<file path="src/rtl/sbqm_gen2.sv">
// Queue manager: debounced entry/exit edges drive an occupancy FSM, and a wait-time estimate is derived from occupancy and teller count.
// Optional macro SBQM_REJECT_CNT_EN adds an 8-bit saturating count of entries rejected while the queue is full.
module sbqm_gen2 #(
  parameter int CAPACITY     = 7,
  parameter int TC_W         = 2,
  parameter int SERVICE_TIME = 3,
  localparam int PC_W        = $clog2(CAPACITY + 1),
  localparam int WT_W        = $clog2(SERVICE_TIME * CAPACITY + 1)
) (
  input  logic              clk,
  input  logic              RESET,
  input  logic              sensor_start,
  input  logic              sensor_end,
  input  logic [TC_W-1:0]   Tellers_count,
  output logic [PC_W-1:0]   People_count,
  output logic              Full_flag,
  output logic              Empty_flag,
  output logic [WT_W-1:0]   WaitTime,
  output logic              Error_flag
`ifdef SBQM_REJECT_CNT_EN
  ,
  output logic [7:0]        Reject_count
`endif
);

  localparam int MW     = PC_W + TC_W + 6;
  localparam int WT_MAX = SERVICE_TIME * CAPACITY;

  typedef enum logic [1:0] {
    EMPTY   = 2'd0,
    PARTIAL = 2'd1,
    FULL    = 2'd2
  } state_t;

  logic              start_hist_p0;
  logic              end_hist_p0;
  logic              armed_p0;
  logic              entry_vld_p0;
  logic              exit_vld_p0;

  logic [PC_W-1:0]   count_p1;
  state_t            state_p1;
  logic              full_p1;
  logic              empty_p1;
  logic              err_p1;

  logic [WT_W-1:0]   wait_p2;

  logic [PC_W-1:0]   count_nxt;
  logic              err_set;
  logic              reject;
  logic [TC_W-1:0]   tellers_eff;

  function automatic state_t state_of(input logic [PC_W-1:0] cnt);
    if (cnt == '0)
      return EMPTY;
    else if (cnt == PC_W'(CAPACITY))
      return FULL;
    else
      return PARTIAL;
  endfunction

  function automatic logic [WT_W-1:0] sat_wait(input logic [MW-1:0] q);
    if (q > MW'(WT_MAX))
      return WT_W'(WT_MAX);
    else
      return WT_W'(q);
  endfunction

  // floor(SERVICE_TIME*(pc+t-1)/t) is a ceiling-style round of the per-teller backlog
  function automatic logic [WT_W-1:0] wait_calc(input logic [PC_W-1:0] pc,
                                                input logic [TC_W-1:0] t);
    logic [MW-1:0] num;
    logic [MW-1:0] prod;
    logic [MW-1:0] quot;
    num  = MW'(pc) + MW'(t) - MW'(1);
    prod = MW'(SERVICE_TIME) * num;
    quot = prod / MW'(t);
    return sat_wait(quot);
  endfunction

  // The first cycle after reset only loads history, so a sensor held across release is not an edge
  assign entry_vld_p0 = armed_p0 & sensor_start & ~start_hist_p0;
  assign exit_vld_p0  = armed_p0 & sensor_end   & ~end_hist_p0;
  assign tellers_eff  = (Tellers_count == '0) ? TC_W'(1) : Tellers_count;

  always_comb begin
    count_nxt = count_p1;
    err_set   = 1'b0;
    reject    = 1'b0;
    if (entry_vld_p0 && !exit_vld_p0) begin
      if (state_p1 == FULL) begin
        err_set = 1'b1;
        reject  = 1'b1;
      end else begin
        count_nxt = count_p1 + PC_W'(1);
      end
    end else if (exit_vld_p0 && !entry_vld_p0) begin
      if (state_p1 == EMPTY)
        err_set = 1'b1;
      else
        count_nxt = count_p1 - PC_W'(1);
    end else if (entry_vld_p0 && exit_vld_p0 && state_p1 == EMPTY) begin
      count_nxt = PC_W'(1);
      err_set   = 1'b1;
    end
  end

  always_ff @(posedge clk) begin
    if (!RESET) begin
      start_hist_p0 <= 1'b0;
      end_hist_p0   <= 1'b0;
      armed_p0      <= 1'b0;
      count_p1      <= '0;
      state_p1      <= EMPTY;
      full_p1       <= 1'b0;
      empty_p1      <= 1'b1;
      err_p1        <= 1'b0;
      wait_p2       <= '0;
    end else begin
      // p0: sensor history
      start_hist_p0 <= sensor_start;
      end_hist_p0   <= sensor_end;
      armed_p0      <= 1'b1;
      // p1: occupancy, state and flags
      count_p1      <= count_nxt;
      state_p1      <= state_of(count_nxt);
      full_p1       <= (state_of(count_nxt) == FULL);
      empty_p1      <= (state_of(count_nxt) == EMPTY);
      if (err_set)
        err_p1 <= 1'b1;
      // p2: wait estimate from registered occupancy
      wait_p2       <= (count_p1 == '0) ? '0 : wait_calc(count_p1, tellers_eff);
    end
  end

`ifdef SBQM_REJECT_CNT_EN
  logic [7:0] reject_cnt_p1;

  always_ff @(posedge clk) begin
    if (!RESET)
      reject_cnt_p1 <= 8'd0;
    else if (reject && reject_cnt_p1 != 8'hFF)
      reject_cnt_p1 <= reject_cnt_p1 + 8'd1;
  end

  assign Reject_count = reject_cnt_p1;
`else
  logic unused_reject;
  assign unused_reject = reject;
`endif

  assign People_count = count_p1;
  assign Full_flag    = full_p1;
  assign Empty_flag   = empty_p1;
  assign Error_flag   = err_p1;
  assign WaitTime     = wait_p2;

endmodule

</file>
<file path="config.mk">
export PLATFORM = sky130hd
export DESIGN_NAME = sbqm_gen2
export DESIGN_NICKNAME = d
export VERILOG_FILES = /design/src/rtl/sbqm_gen2.sv
export SDC_FILE = /design/constraint.sdc
export NUM_CORES = 1
export LEC_CHECK = 0
export ABC_CLOCK_PERIOD_IN_PS = 41600
export CAP_MARGIN = 10
export CELL_PAD_IN_SITES_DETAIL_PLACEMENT = 1
export CELL_PAD_IN_SITES_GLOBAL_PLACEMENT = 2
export CORE_MARGIN = 2
export CORE_UTILIZATION = 39
export DETAILED_ROUTE_END_ITERATION = 16
export PLACE_DENSITY_LB_ADDON = 0.1
export SYNTH_ARGS = -nofsm -noshare
export SYNTH_HDL_FRONTEND = slang
export SYNTH_SLANG_ARGS = --single-unit
export TNS_END_PERCENT = 5
</file>
<file path="constraint.sdc">
create_clock -name clk -period 41.6 [get_ports clk]
set_input_delay 8.32 -clock clk [delete_from_list [all_inputs] [get_ports clk]]
set_output_delay 8.32 -clock clk [all_outputs]
set_load 0.1 [all_outputs]
</file>
==> results of run 1 <==
-- area by class of cell --
cell class | count | area, µm²
fill | 990 | 4340
inverter | 29 | 109
tap | 102 | 128
clock buffer | 3 | 41.3
clock inverter | 1 | 5.00
timing repair buffer | 17 | 168
sequential | 15 | 300
multi-input combinational | 356 | 2640
-- cell families (layout without fill, tap and decap cells) --
| logic type | Yosys count | in the layout | synth area share, % |
|---|---|---|---|
| compound gates | 117 | 117 | 27.5 |
| xor+xnor | 11 | 11 | 3.11 |
| fa+ha+maj | 42 | 42 | 17.7 |
| buf+inv | 36 | 50 | 5.25 |
| flops | 15 | 15 | 9.69 |
| mux | 18 | 18 | 7.35 |
| simple gates | 168 | 168 | 29.5 |
-- metal layers --
metal | share of wire [%] | global-route usage (%)
met1 | 51 | 30.0
met2 | 47 | 36.5
met3 | 2.0 | 0.483
met4 | 0.26 | 1.84
met5 | 0 | 0
-- registers in the layout, indices dropped and copies added (netlist names) --
name,cells
armed_p0,1
Error_flag,1
People_count,3
start_hist_p0,1
WaitTime,5
end_hist_p0,1
state_p1,2
Empty_flag,1
-- worst reg2reg max path: cells and delay by family (launching register included) --
family	cells	cell delay (ns)
compound gates	34	7.41
simple gates	22	6.28
fa+ha+maj	16	4.81
mux	3	1.20
buf+inv	5	0.42
flops	1	0.40
xor+xnor	1	0.28
-- placed cells by master, fill, tap and decap left out, types with 9 or more instances in the layout --
| cell | netlist | final |
|---|---|---|
| inv_1 | 28 | 28 |
| o21a_1 | 11 | 11 |
| and2_1 | 13 | 13 |
| dfxtp_1 | 15 | 15 |
| mux2i_1 | 9 | 9 |
| nand3_1 | 11 | 11 |
| nor3_1 | 24 | 24 |
| ha_1 | 39 | 39 |
| o21ai_0 | 22 | 22 |
| xnor2_1 | 9 | 9 |
| a21oi_1 | 23 | 23 |
| nand2_1 | 20 | 20 |
| clkdlybuf4s50_1 | 0 | 16 |
| nor2_1 | 48 | 48 |
-- worst max-delay path by stage --
stage | from | end | slack [ns] | cells past startpoint
5_1_grt | Tellers_count[1] | WaitTime[0] | 10.10 | 83
4_1_cts | Tellers_count[1] | WaitTime[0] | 12.13 | 83
3_5_place_dp | Tellers_count[1] | WaitTime[0] | 11.96 | 83
3_3_place_gp | Tellers_count[1] | WaitTime[0] | 12.43 | 83
2_1_floorplan | Tellers_count[1] | WaitTime[0] | 15.48 | 86
6_report | Tellers_count[1] | WaitTime[0] | 12.15 | 83
-- through the flow --
step | worst slack (ns) | util [%] | instances | cell area (µm²) | hold slack [ns]
2_1_floorplan | 15.48 | - | 407 | 3100 | 0.520
3_3_place_gp | 12.43 | 43.2 | 519 | 3340 | 0.463
3_5_place_dp | 11.96 | 43.2 | 519 | 3340 | 0.464
4_1_cts | 12.13 | 43.8 | 523 | 3390 | 0.494
5_1_grt | 10.10 | 43.8 | 523 | 3390 | 0.524
6_report | 12.15 | 43.8 | 523 | 3390 | 0.484
==> out/results.ini, run 1 <==
[status]
status = finished clean

[synthesis]
postSynthCellCount = 407
yosysMostFrequentCell = nor2_1
synthDistinctLibCells = 77
synth_common_cells = nor2_1 (48), ha_1 (39), inv_1 (28)
ys_warn_count = 0
yosys-top-cells-area = ha_1 (16%), dfxtp_1 (9.7%), nor2_1 (5.8%)
syn_area_mm2 = 0.00310
synth_edf_count = 0
syn-num-nets = 455
synth-seq-cells = 15
synth.avg_cell_area_um2 = 7.61
synthArstFlopShare_pct = 0
yosys.area.top_type = ha_1
synth_top_cell_area_share_pct = 15.7
ys_seq_area_share_pct = 9.69
synth_top_flop_cell = dfxtp_1

[timing]
tns_ns = 0
post-route-min-period_ns = 29.45
setup_violations = 0
rsz0062_at_grt = no
skew_ns = 0.00388
worstMarginPinSlew_ns = 0.978
fmax_ghz = 0.0340
slew_headroom_pct = 34.6
final.period_utilization_pct = 70.8
slew_viol_final = 0
hold_violations = 0

[placement]
hpwl_um = 7310
place_congestion = 0.901
port_buffers = 16

[worst_hold_path]
hold_path_depth = 2
holdCritPathClass = flop to flop
hp-start = Error_flag
hold_path_end = Error_flag

[worst_setup_path]
cp_top_family = compound AO/OA/AOI/OAI gates
cpPeakStageDelay_ns = 0.77
worstPathRequired_ns = 41.73
cp_common_cell = ha_1
r2r_end = WaitTime[0]
critPathMaxFanout = 15
path_class = input port to flop
r2r_cells = 81
rrSetupSlack_ns = 20.69
worstPathArrival_ns = 29.58
path_buf_inv = 6
r2r_start = People_count[1]
crit_slowest_cell = nor4_1
cp-start-kind = input port
endpoint_kind = flop

[global_routing]
grt_pass1_vias = 3039
grt-ovfl-total = 0
grt.total_usage_pct = 20.9
grt_pass1_wl_um = 15000
antenna_found_initial = 0
grt_max_degree = 16

[final_layout]
insertedDiodeCount = 0
drive_gt1_share_pct = 9.74
area_delta_synth_final_pct = 9.29
nets = 470

[cts]
cts_buffer_depth = 2
numCtsBuffers = 3
post_cts_buffers = 0
cts_hold_buf = 0
cts_resized = 0
htree_levels = 1
clock_latency_ns = 0.25
cts_root_buf = clkbuf_8
cts_tree = yes
cts_sinks = 15
clk_pin_slew_ns = 0.07

[floorplanning]
row_count = 32
die_h_um = 93.1
die_w_um = 93.1
die_area_mm2 = 0.00868
start_util_pct = 40.1
core_mm2 = 0.00773
pin_count = 17

[detailed_routing]
drc = 0
vias_per_cell = 5.79
drt_iter0_drc = 88
dr.pass1.iters = 4
ant_nets = 0
wl_per_cell_um = 16.9
num_vias = 3030
wirelength_um = 8830

[flow_run]
cap_violations = 0

Power of run 1 is not shown: default switching activity piles up to over one toggle a cycle in this logic, so the estimate is an artifact.
==> run 2: changes to the inputs <==
--- a/config.mk
+++ b/config.mk
@@ -5,12 +5,12 @@
 export SDC_FILE = /design/constraint.sdc
 export NUM_CORES = 1
 export LEC_CHECK = 0
-export ABC_CLOCK_PERIOD_IN_PS = 41600
+export ABC_CLOCK_PERIOD_IN_PS = 25900
 export CAP_MARGIN = 10
 export CELL_PAD_IN_SITES_DETAIL_PLACEMENT = 1
 export CELL_PAD_IN_SITES_GLOBAL_PLACEMENT = 2
 export CORE_MARGIN = 2
-export CORE_UTILIZATION = 39
+export CORE_UTILIZATION = 33
 export DETAILED_ROUTE_END_ITERATION = 16
 export PLACE_DENSITY_LB_ADDON = 0.1
 export SYNTH_ARGS = -nofsm -noshare
==> constraint.sdc (replaced) <==
create_clock -name clk -period 25.9 [get_ports clk]
set_input_delay 5.18 -clock clk [delete_from_list [all_inputs] [get_ports clk]]
set_output_delay 5.18 -clock clk [all_outputs]
set_load 0.1 [all_outputs]
==> run 2 against run 1 <==
  * Sequential share of layout area fell by 0.27 points
  * Flip-flop and latch count did not move
  * Clock skew rose by 0.0012 ns
  * Design area up 3.2%
  * Worst hold slack worse by 0.0063 ns
  * Critical endpoint unchanged
==> out/results.ini, run 2 (synthesized netlist as in run 1, its figures left out) <==
[floorplanning]
core_mm2 = 0.00920  ; +19%
start_util_pct = 33.7  ; -6.4 points
die_area_mm2 = 0.0102  ; +17%
die_h_um = 101  ; +8.3%
pin_count = 17  ; unchanged
row_count = 35  ; +9.4%
die_w_um = 101  ; +8.3%

[global_routing]
grt-ovfl-total = 0  ; unchanged
grt_pass1_vias = 3084  ; +1.5%
grt_max_degree = 13  ; -3
antenna_found_initial = 0  ; unchanged
grt_pass1_wl_um = 15200  ; +1.3%
grt.total_usage_pct = 18.1  ; -2.8 points

[worst_setup_path]
cpPeakStageDelay_ns = 0.43  ; -0.34 ns
cp_common_cell = ha_1
worstPathArrival_ns = 24.50  ; -5.08 ns
r2r_start = People_count[1]
crit_slowest_cell = clkdlybuf4s50_1
critPathMaxFanout = 11  ; -4
worstPathRequired_ns = 26.03  ; -15.70 ns
endpoint_kind = flop
path_class = input port to flop
cp-start-kind = input port
crit_start = Tellers_count[1]

[final_layout]
insertedDiodeCount = 0  ; unchanged
layout_commonest_cell = nor2_1
area_delta_synth_final_pct = 12.8
drive_gt1_share_pct = 12.9  ; +3.1 points
largest_register_ffs = 5  ; unchanged
final_cell_mix = nor2_1 (47), ha_1 (39), inv_1 (28), nor3_1 (24)
layoutNonFillerInstCount = 539  ; +3.1%
nets = 477  ; +1.5%

[timing]
post-route-min-period_ns = 24.36
worstMarginPinSlew_ns = 0.982  ; +0.00413 ns
setup_violations = 0  ; unchanged
skew_ns = 0.00506  ; +0.00118 ns
rsz0062_at_grt = no
fmax_ghz = 0.0410
final.period_utilization_pct = 94.1
timing.final.ws_setup_ns = 1.54  ; -10.61 ns
slew_headroom_pct = 34.3  ; -0.28 points
tns_ns = 0  ; unchanged
hold_violations = 0  ; unchanged
slew_viol_final = 0  ; unchanged

[cts]
cts_sinks = 15  ; unchanged
cts_buffer_depth = 2  ; unchanged
clock_latency_ns = 0.25  ; about the same
cts_root_buf = clkbuf_8
cts_tree = yes
numCtsBuffers = 3  ; unchanged
htree_levels = 1  ; unchanged
clk_pin_slew_ns = 0.06  ; about the same
cts_hold_buf = 0  ; unchanged

[worst_hold_path]
hp-start = Error_flag
holdCritPathClass = flop to flop

[detailed_routing]
drc = 0  ; unchanged
wl_per_cell_um = 16.7  ; -1.3%
num_vias = 3074  ; +1.5%
dr.pass1.iters = 4  ; unchanged
vias_per_cell = 5.70  ; -1.6%
ant_nets = 0  ; unchanged
wirelength_um = 8980  ; +1.8%
drt_iter0_drc = 109  ; +24%

[status]
status = finished clean

[placement]
hpwl_um = 7480  ; +2.4%
port_buffers = 16  ; unchanged
dp.cells = 535  ; +3.1%
place_congestion = 0.840  ; -6.8%
place_worst_setup_slack_ns = 0.532  ; -11.43 ns

[flow_run]
cap_violations = 0  ; unchanged

[run 2: stage by stage]
stage	cell area (µm²)	hold WS, ns	utilization, %
3_5_place_dp	3400	0.472	37.0
4_1_cts	3450	0.485	37.5
5_1_grt	3490	0.517	38.0
6_report	3490	0.477	38.0
2_1_floorplan	3100	0.520	-
3_3_place_gp	3400	0.464	37.0
[run 2: final cells by class]
class,instances,area [µm²]
Clock buffer,3,41.3
Clock inverter,1,5.00
Fill cell,1157,5700
Inverter,29,109
Multi-Input combinational cell,356,2680
Sequential cell,15,300
Tap cell,111,139
Timing Repair Buffer,24,220
[run 2: final timing paths]
kind,endpoint,slack [ns],cells after the start
setup / recovery,WaitTime[0],1.54,87
hold / removal,Error_flag,0.48,2
setup reg to reg,WaitTime[0],6.75,85
hold reg to reg,Error_flag,0.48,2
[run 2: per-layer routing]
layer  global-route usage, %  wire [µm]  vias up
met4                    2.18         29        0
met1                    26.3       4710     1476
met5                       0          0        -
met2                    31.0       4090       31
met3                   0.416        152        3
li1                        -          -     1564
[run 2: repair_timing]
| item | CTS | global route |
|---|---|---|
| setup buffers | 0 | 0 |
| setup endpoints to repair | 0 | 1 |
| resized for setup | 0 | 10 |
[run 2: worst max-delay path, delay by kind of cell]
family / cells / cell delay, ns
simple gates: 23 / 4.51
fa+ha+maj: 16 / 4.71
xor+xnor: 1 / 0.26
compound gates: 33 / 7.03
mux: 3 / 0.95
buf+inv: 11 / 1.84
Power of run 2 is left out for the same reason.
